## src/rtl/mux_select_arbiter_if.sv

```systemverilog
// Bus between two requesters and the arbiter that owns the shared two-input mux.
interface mux_select_arbiter_if #(
  parameter int WIDTH = 1
);
  logic             req0;
  logic             req1;
  logic [WIDTH-1:0] in0;
  logic [WIDTH-1:0] in1;
  logic             gnt0;
  logic             gnt1;
  logic             sel;
  logic [WIDTH-1:0] out;
  logic             out_valid;

  modport master (
    output req0, req1, in0, in1,
    input  gnt0, gnt1, sel, out, out_valid
  );

  modport slave (
    input  req0, req1, in0, in1,
    output gnt0, gnt1, sel, out, out_valid
  );
endinterface

```

## src/rtl/mux_select_arbiter.sv

```systemverilog
// Round-robin arbiter with a hold limit that drives the select of a shared two-input mux.
module mux_select_arbiter #(
  parameter int WIDTH    = 1,
  parameter int MAX_HOLD = 4,
  parameter int CNT_W    = 4
) (
  input logic                clk,
  input logic                reset,
  mux_select_arbiter_if.slave bus
);

  typedef enum logic [1:0] {IDLE, GRANT0, GRANT1} state_t;

  state_t           state, state_nxt;
  logic [CNT_W-1:0] cnt;
  logic             last;
  logic             sel_r;

  function automatic logic [CNT_W-1:0] sat_inc(input logic [CNT_W-1:0] v);
    return (v == '1) ? v : v + CNT_W'(1);
  endfunction

  // At-or-past the limit, so a rival arriving after a long solo hold still preempts at once.
  function automatic logic at_limit(input logic [CNT_W-1:0] v);
    return int'(v) >= MAX_HOLD - 1;
  endfunction

  always_comb begin
    state_nxt = state;
    case (state)
      IDLE: begin
        if (bus.req0 && bus.req1) state_nxt = last ? GRANT0 : GRANT1;
        else if (bus.req0)        state_nxt = GRANT0;
        else if (bus.req1)        state_nxt = GRANT1;
      end
      GRANT0: begin
        if (!bus.req0)                       state_nxt = bus.req1 ? GRANT1 : IDLE;
        else if (bus.req1 && at_limit(cnt))  state_nxt = GRANT1;
      end
      GRANT1: begin
        if (!bus.req1)                       state_nxt = bus.req0 ? GRANT0 : IDLE;
        else if (bus.req0 && at_limit(cnt))  state_nxt = GRANT0;
      end
      default: state_nxt = IDLE;
    endcase
  end

  always_ff @(posedge clk) begin
    if (reset) begin
      state <= IDLE;
      cnt   <= '0;
      last  <= 1'b1;
      sel_r <= 1'b0;
    end else begin
      state <= state_nxt;
      if (state_nxt != state && state_nxt == GRANT0) begin
        cnt   <= '0;
        last  <= 1'b0;
        sel_r <= 1'b0;
      end else if (state_nxt != state && state_nxt == GRANT1) begin
        cnt   <= '0;
        last  <= 1'b1;
        sel_r <= 1'b1;
      end else if (state_nxt != IDLE) begin
        cnt <= sat_inc(cnt);
      end
    end
  end

  // Select is held through IDLE so the mux output does not move between grants.
  assign bus.gnt0      = (state == GRANT0);
  assign bus.gnt1      = (state == GRANT1);
  assign bus.sel       = sel_r;
  assign bus.out_valid = (state != IDLE);
  assign bus.out       = sel_r ? bus.in1 : bus.in0;

endmodule

```

## src/flat_wrapper.sv

```systemverilog
// flat-port wrapper written by rule: the top's interface ports become plain ports
module mux_select_arbiter_flat 
#(
  parameter int WIDTH    = 1,
  parameter int MAX_HOLD = 4,
  parameter int CNT_W    = 4
)
  (clk, reset, bus_req0, bus_req1, bus_in0, bus_in1, bus_gnt0, bus_gnt1, bus_sel, bus_out, bus_out_valid);
  mux_select_arbiter_if #(.WIDTH(WIDTH)) bus_i ();
  input logic clk;
  input logic reset;
  input wire logic [$bits(bus_i.req0)-1:0] bus_req0;
  input wire logic [$bits(bus_i.req1)-1:0] bus_req1;
  input wire logic [$bits(bus_i.in0)-1:0] bus_in0;
  input wire logic [$bits(bus_i.in1)-1:0] bus_in1;
  output wire logic [$bits(bus_i.gnt0)-1:0] bus_gnt0;
  output wire logic [$bits(bus_i.gnt1)-1:0] bus_gnt1;
  output wire logic [$bits(bus_i.sel)-1:0] bus_sel;
  output wire logic [$bits(bus_i.out)-1:0] bus_out;
  output wire logic [$bits(bus_i.out_valid)-1:0] bus_out_valid;
  assign bus_i.req0 = bus_req0;
  assign bus_i.req1 = bus_req1;
  assign bus_i.in0 = bus_in0;
  assign bus_i.in1 = bus_in1;
  assign bus_gnt0 = bus_i.gnt0;
  assign bus_gnt1 = bus_i.gnt1;
  assign bus_sel = bus_i.sel;
  assign bus_out = bus_i.out;
  assign bus_out_valid = bus_i.out_valid;
  mux_select_arbiter #(.WIDTH(WIDTH), .MAX_HOLD(MAX_HOLD), .CNT_W(CNT_W)) u_core (.clk(clk), .reset(reset), .bus(bus_i));
endmodule
```

## config.mk

```make
export PLATFORM = sky130hd
export DESIGN_NAME = mux_select_arbiter_flat
export DESIGN_NICKNAME = d
export VERILOG_FILES = /design/src/rtl/mux_select_arbiter_if.sv /design/src/rtl/mux_select_arbiter.sv /design/src/flat_wrapper.sv
export SDC_FILE = /design/constraint.sdc
export NUM_CORES = 1
export LEC_CHECK = 0
export ABC_AREA = 0
export CAP_MARGIN = 20
export CORE_MARGIN = 2
export CORE_UTILIZATION = 40
export DETAILED_ROUTE_END_ITERATION = 10
export HOLD_SLACK_MARGIN = 0.06
export SKIP_CTS_REPAIR_TIMING = 1
export SLEW_MARGIN = 5
export SYNTH_ARGS = -nofsm -noshare
export SYNTH_HDL_FRONTEND = slang
export SYNTH_SLANG_ARGS = --single-unit
```

## constraint.sdc

```tcl
create_clock -name clk -period 1.92 [get_ports clk]
set_input_delay 0.48 -clock clk [delete_from_list [all_inputs] [get_ports clk]]
set_output_delay 0.48 -clock clk [all_outputs]
set_load 0.01 [all_outputs]
```

==> impl_metrics.ini, run 1 <==
[drt]
vias_per_cell = 5.750
drt_iter0_markers = 9
routed-via-count = 552
wl_per_cell_um = 14.17
dr.pass1.iters = 3
routed_wirelength_mm = 1.360
drc = 0
ant_nets = 0

[clock_network]
cts_buffer_depth = 2
cts_tree = yes
clk_pin_slew_ns = 0.06
cts.sinks = 8
cts_root_buf = clkbuf_4
h-tree-depth = 1
numCtsBuffers = 3
clock_latency_ns = 0.26

[sta]
rsz0062_at_grt = false
drv_slew = 0
min_period_ns = 1.799
finalSetupViolCount = 0
min_period_over_period_pct = 93.70
worst_pin_slew_ns = 0.4622
slew_headroom_pct = 69.10
worst_slack_ns = 0.1209
timing_hold_violations_final = 0
clock_skew_ns = 0.004351
fmax_mhz = 555.8

[floorplan]
core_sq_um = 1334
rows = 13
die_w_um = 42.30
dieHeight_um = 42.30
die-area_sq_um = 1789
start_util_pct = 44.00
io_pins = 11

[critical_path]
path_class = flop to output port
r2r_cells = 4
critPathLaunchType = flop
crit_path_end_kind = output port
required_ns = 1.44
path_max_fanout = 7
cp_data_arrival_time_ns = 1.32

[placement]
numPortBuffers = 10
placed_area_sq_um = 732.0
gp_congestion = 0.7644
dp_hpwl_mm = 1.009
place_ws_ns = -0.1719
placed_cells = 93

[grt]
grt_start_max_net_pins = 10
grt_antenna_before_repair = 0
gr-usage-all-layers_pct = 15.96
grt_first_pass_wirelength_mm = 2.159
grt-ovfl-total = 0
grt_pass1_vias = 492

[pwr]
powerDensity_nw_per_um2 = 572.7
ir_drop_v = 0.0002806
power.total_uw = 436.4
power_leakage_nw = 0.3054

[cells_and_area]
nFillCells = 119
layout-drive-gt1-share_pct = 27.16
syn2layout_area_growth_pct = 29.85
stdcell_count = 96
nNetsFinal = 90
post-route-util_pct = 57.13
diodes = 0
final_area_sq_um = 762.0

[min_path]
hold_depth = 2
hp-class = flop to flop

[synthesis]
syn-instance-count = 65
seq_area_frac_synth_pct = 27.29
synth_cell_type_count = 38
avgSynthCellArea_sq_um = 9.028
synth_area_sq_um = 586.8
syn_nets = 72
yosysWarnings = 0
ys_ff_latch = 8

[status]
status = completed

[job]
drv_cap = 0
## cells in the mapped netlist
cell type	count	share of area, %
dfxtp_1	8	27
nand2_1	5	3.2
a21oi_1	4	3.4
a211oi_1	3	3.8
buf_2	3	2.6
nor2b_1	3	3.2
o21ai_0	3	2.6
a21o_1	2	2.6
inv_1	2	1.3
mux2_2	2	3.8
nand2b_1	2	2.1
nor4_1	2	2.1
a2111oi_1	1	1.7
a2111oi_4	1	4.7
a211oi_2	1	2.1
a22oi_1	1	1.3
a2bb2oi_1	1	1.5
a311oi_1	1	1.5
a41oi_1	1	1.5
and3_2	1	1.3
buf_6	1	1.9
ha_1	1	2.1
nand3_1	1	0.85
nand3b_1	1	1.3
nand4_1	1	1.1
nor2_1	1	0.64
nor3_1	1	0.85
nor3_2	1	1.7
nor4b_1	1	1.5
nor4b_2	1	2.6
o211a_1	1	1.7
o211ai_1	1	1.3
o21a_1	1	1.3
o22ai_1	1	1.1
o2bb2ai_2	1	2.6
or2_2	1	1.1
or3_1	1	1.1
or3_4	1	1.9
## worst max-delay path: stages, from the launching register on
cell and delay, ns:
dfxtp_2 0.39, nor2b_1 0.14, clkdlybuf4s50_1 0.53
## layout make-up
| type | count | area [sq um] | share of cell area, % |
|---|---|---|---|
| flip-flops and latches | 8 | 162.7 | 21.35 |
| inverters | 2 | 7.507 | 0.9852 |
| well taps | 15 | 18.77 | 2.463 |
| clock buffers | 3 | 22.52 | 2.956 |
| multi-input cells | 51 | 392.9 | 51.56 |
| repair buffers | 17 | 157.7 | 20.69 |
## final timing paths
kind / slack (ns) / to / start
worst max-delay path: 0.12 / bus_gnt0 / u_core.state[0]
worst min register to register: 0.53 / u_core.bus.sel / u_core.bus.sel
worst min-delay path: 0.53 / u_core.bus.sel / u_core.bus.sel
worst max register to register: 0.32 / u_core.state[0] / u_core.cnt[0]
## metrics by stage
step	TNS (ns)	hold WS, ns
final	0	0.5278
after global routing	0	0.5437
after CTS	-0.1808	0.5293
after detailed placement	-0.1719	0.5223
after global placement	-0.1572	0.5074
after floorplan	0	0.4910
## state kept, by name (all words and copies together), names as in the netlist
signal and flops:
u_core.cnt 4, u_core.last 1, u_core.bus.sel 1, u_core.state 2
## report_power, final
| group | internal [mW] | switching (mW) |
|---|---|---|
| Sequential | 0.175 | 0.0140 |
| Combinational | 0.0634 | 0.0507 |
| Clock | 0.0718 | 0.0614 |
| Total | 0.310 | 0.126 |
## per-layer routing
layer | vias to the layer above | share of wire (%) | GRT usage [%]
met5 | - | 0 | 0
met4 | 0 | 1.3 | 5.625
met3 | 2 | 4.3 | 6.897
met2 | 10 | 47 | 24.62
met1 | 254 | 47 | 19.64
li1 | 286 | - | -
## layout by cell type (no fill, tap or decap), types with 3 or more instances in the layout
master / count
a211oi_1: 3
buf_4: 7
a21oi_1: 4
clkdlybuf4s50_1: 8
o21ai_0: 3
clkbuf_4: 3
nand2_1: 5
dfxtp_1: 6
nor2b_1: 3
## logic make-up after synthesis
family / synth area share [%]
compound gates: 34.54
fa+ha+maj: 2.132
buf+inv: 5.757
flops: 27.29
mux: 3.838
simple gates: 26.44
Power figures use the tool's default switching activity.
==> run 2, diff against run 1 <==
Settings changed: TNS_END_PERCENT from default to 10.
==> impl_metrics.ini, run 2 (synthesis results as in run 1) <==
[clock_network]
h-tree-depth = 1
clk_pin_slew_ns = 0.06
cts_buffer_depth = 2
cts_root_buf = clkbuf_4
cts.sinks = 8
clock_latency_ns = 0.26
cts_tree = yes
numCtsBuffers = 3

[min_path]
holdPathEnd = u_core.bus.sel
hp-class = flop to flop
hold_depth = 2
worstHoldStart = u_core.bus.sel

[cells_and_area]
syn2layout_area_growth_pct = 29.42
layout-drive-gt1-share_pct = 27.16
nFillCells = 120
mostFrequentLayoutCells = clkdlybuf4s50_1, buf_4, dfxtp_1
layout.area.seq_sq_um = 162.7
largest_register = u_core.cnt
final_common_cell = clkdlybuf4s50_1
diodes = 0
largest_reg_flops = 4
nNetsFinal = 90
reg_top3 = u_core.cnt: 4 flops, u_core.state: 2 flops
multi_input_area_sq_um = 392.9

[critical_path]
path_max_fanout = 7
path_class = flop to output port
critPathSlowestCell = clkdlybuf4s50_1
crit_family = buffers and inverters
r2r_cells = 4
cp_data_arrival_time_ns = 1.40
critPathLaunchType = flop
cp_cell_sequence = or2_2 -> clkdlybuf4s50_1
critPathBufInv = 1
crit_path_end_kind = output port
r2r_setup_slack_ns = 0.32
slowest_delay_ns = 0.48
worstReg2RegStart = u_core.cnt[0]
regToRegEndpoint = u_core.state[0]
required_ns = 1.44

[floorplan]
core_sq_um = 1334
die_w_um = 42.30
dieHeight_um = 42.30
io_pins = 11
die-area_sq_um = 1789
rows = 13
start_util_pct = 44.00

[drt]
routed_wirelength_mm = 1.358
wl_per_cell_um = 14.15
ant_nets = 0
vias_per_cell = 5.750
drt_iter0_markers = 9
drc = 0
dr.pass1.iters = 3
routed-via-count = 552

[sta]
rsz0062_at_grt = true
drv_slew = 0
worst_slack_ns = 0.04077
finalSetupViolCount = 0
min_period_over_period_pct = 97.88
clock_skew_ns = 0.004351
timing_hold_violations_final = 0
tns_ns = 0
holdWs_ns = 0.5278
worst_pin_slew_ns = 0.4622
min_period_ns = 1.879
fmax_mhz = 532.1
slew_headroom_pct = 69.10

[pwr]
ir_drop_v = 0.0002807
power_leakage_nw = 0.2931
powerDensity_nw_per_um2 = 575.5

[grt]
grt-ovfl-total = 0
grt_pass1_vias = 492
gr-usage-all-layers_pct = 15.96
grt_antenna_before_repair = 0
grt_first_pass_wirelength_mm = 2.159
grt_start_max_net_pins = 10

[status]
status = completed

[placement]
place_ws_ns = -0.1719
dp_hpwl_mm = 1.009
numPortBuffers = 10
gp_congestion = 0.7644

[job]
drv_cap = 0
[run 2: metrics by stage]
stage | instances | cell area [sq um] | util [%] | power (mW)
floorplan | 65 | 586.8 | - | 0.2580
global placement | 93 | 732.0 | 54.88 | 0.3051
detailed placement | 93 | 732.0 | 54.88 | 0.3069
CTS | 96 | 754.5 | 56.57 | 0.4422
global route | 96 | 759.5 | 56.94 | 0.4602
finish | 96 | 759.5 | 56.94 | 0.4371
[run 2: tightest hold or removal path, delay by kind of cell (launching register included)]
kind            cells  cell delay [ns]
flops               1             0.33
compound gates      2             0.15
[run 2: worst max path at each step]
stage,startpoint,to,slack [ns],cells past startpoint
6_report,u_core.state[0],bus_out_valid,0.04,2
5_1_grt,u_core.state[0],bus_out_valid,-0.008,2
4_1_cts,bus_in0,bus_out,-0.17,3
3_5_place_dp,bus_in0,bus_out,-0.17,3
3_3_place_gp,bus_in1,bus_out,-0.16,3
2_1_floorplan,u_core.cnt[0],u_core.state[0],0.43,4
[run 2: layer usage]
metal  global-route usage (%)  share of wire [%]
met3                    6.897                4.2
met1                    19.64                 47
met5                        0                  0
met4                    5.625                1.3
met2                    24.62                 47
[run 2: cell type report]
type / instances / share of cell area (%)
repair buffers: 17 / 20.43
flip-flops and latches: 8 / 21.42
inverters: 2 / 0.9885
well taps: 15 / 2.471
clock buffers: 3 / 2.965
multi-input cells: 51 / 51.73
[run 2: power by group]
part	switching [mW]	internal (mW)
registers	0.0140	0.175
logic	0.0507	0.0641
clock network	0.0614	0.0718
total	0.126	0.311
==> run 3, diff against run 2 <==
Settings changed: TNS_END_PERCENT 10 to default.
==> results of run 3 <==
Same layout as run 1: the final DEF is identical, and so are final timing and power.
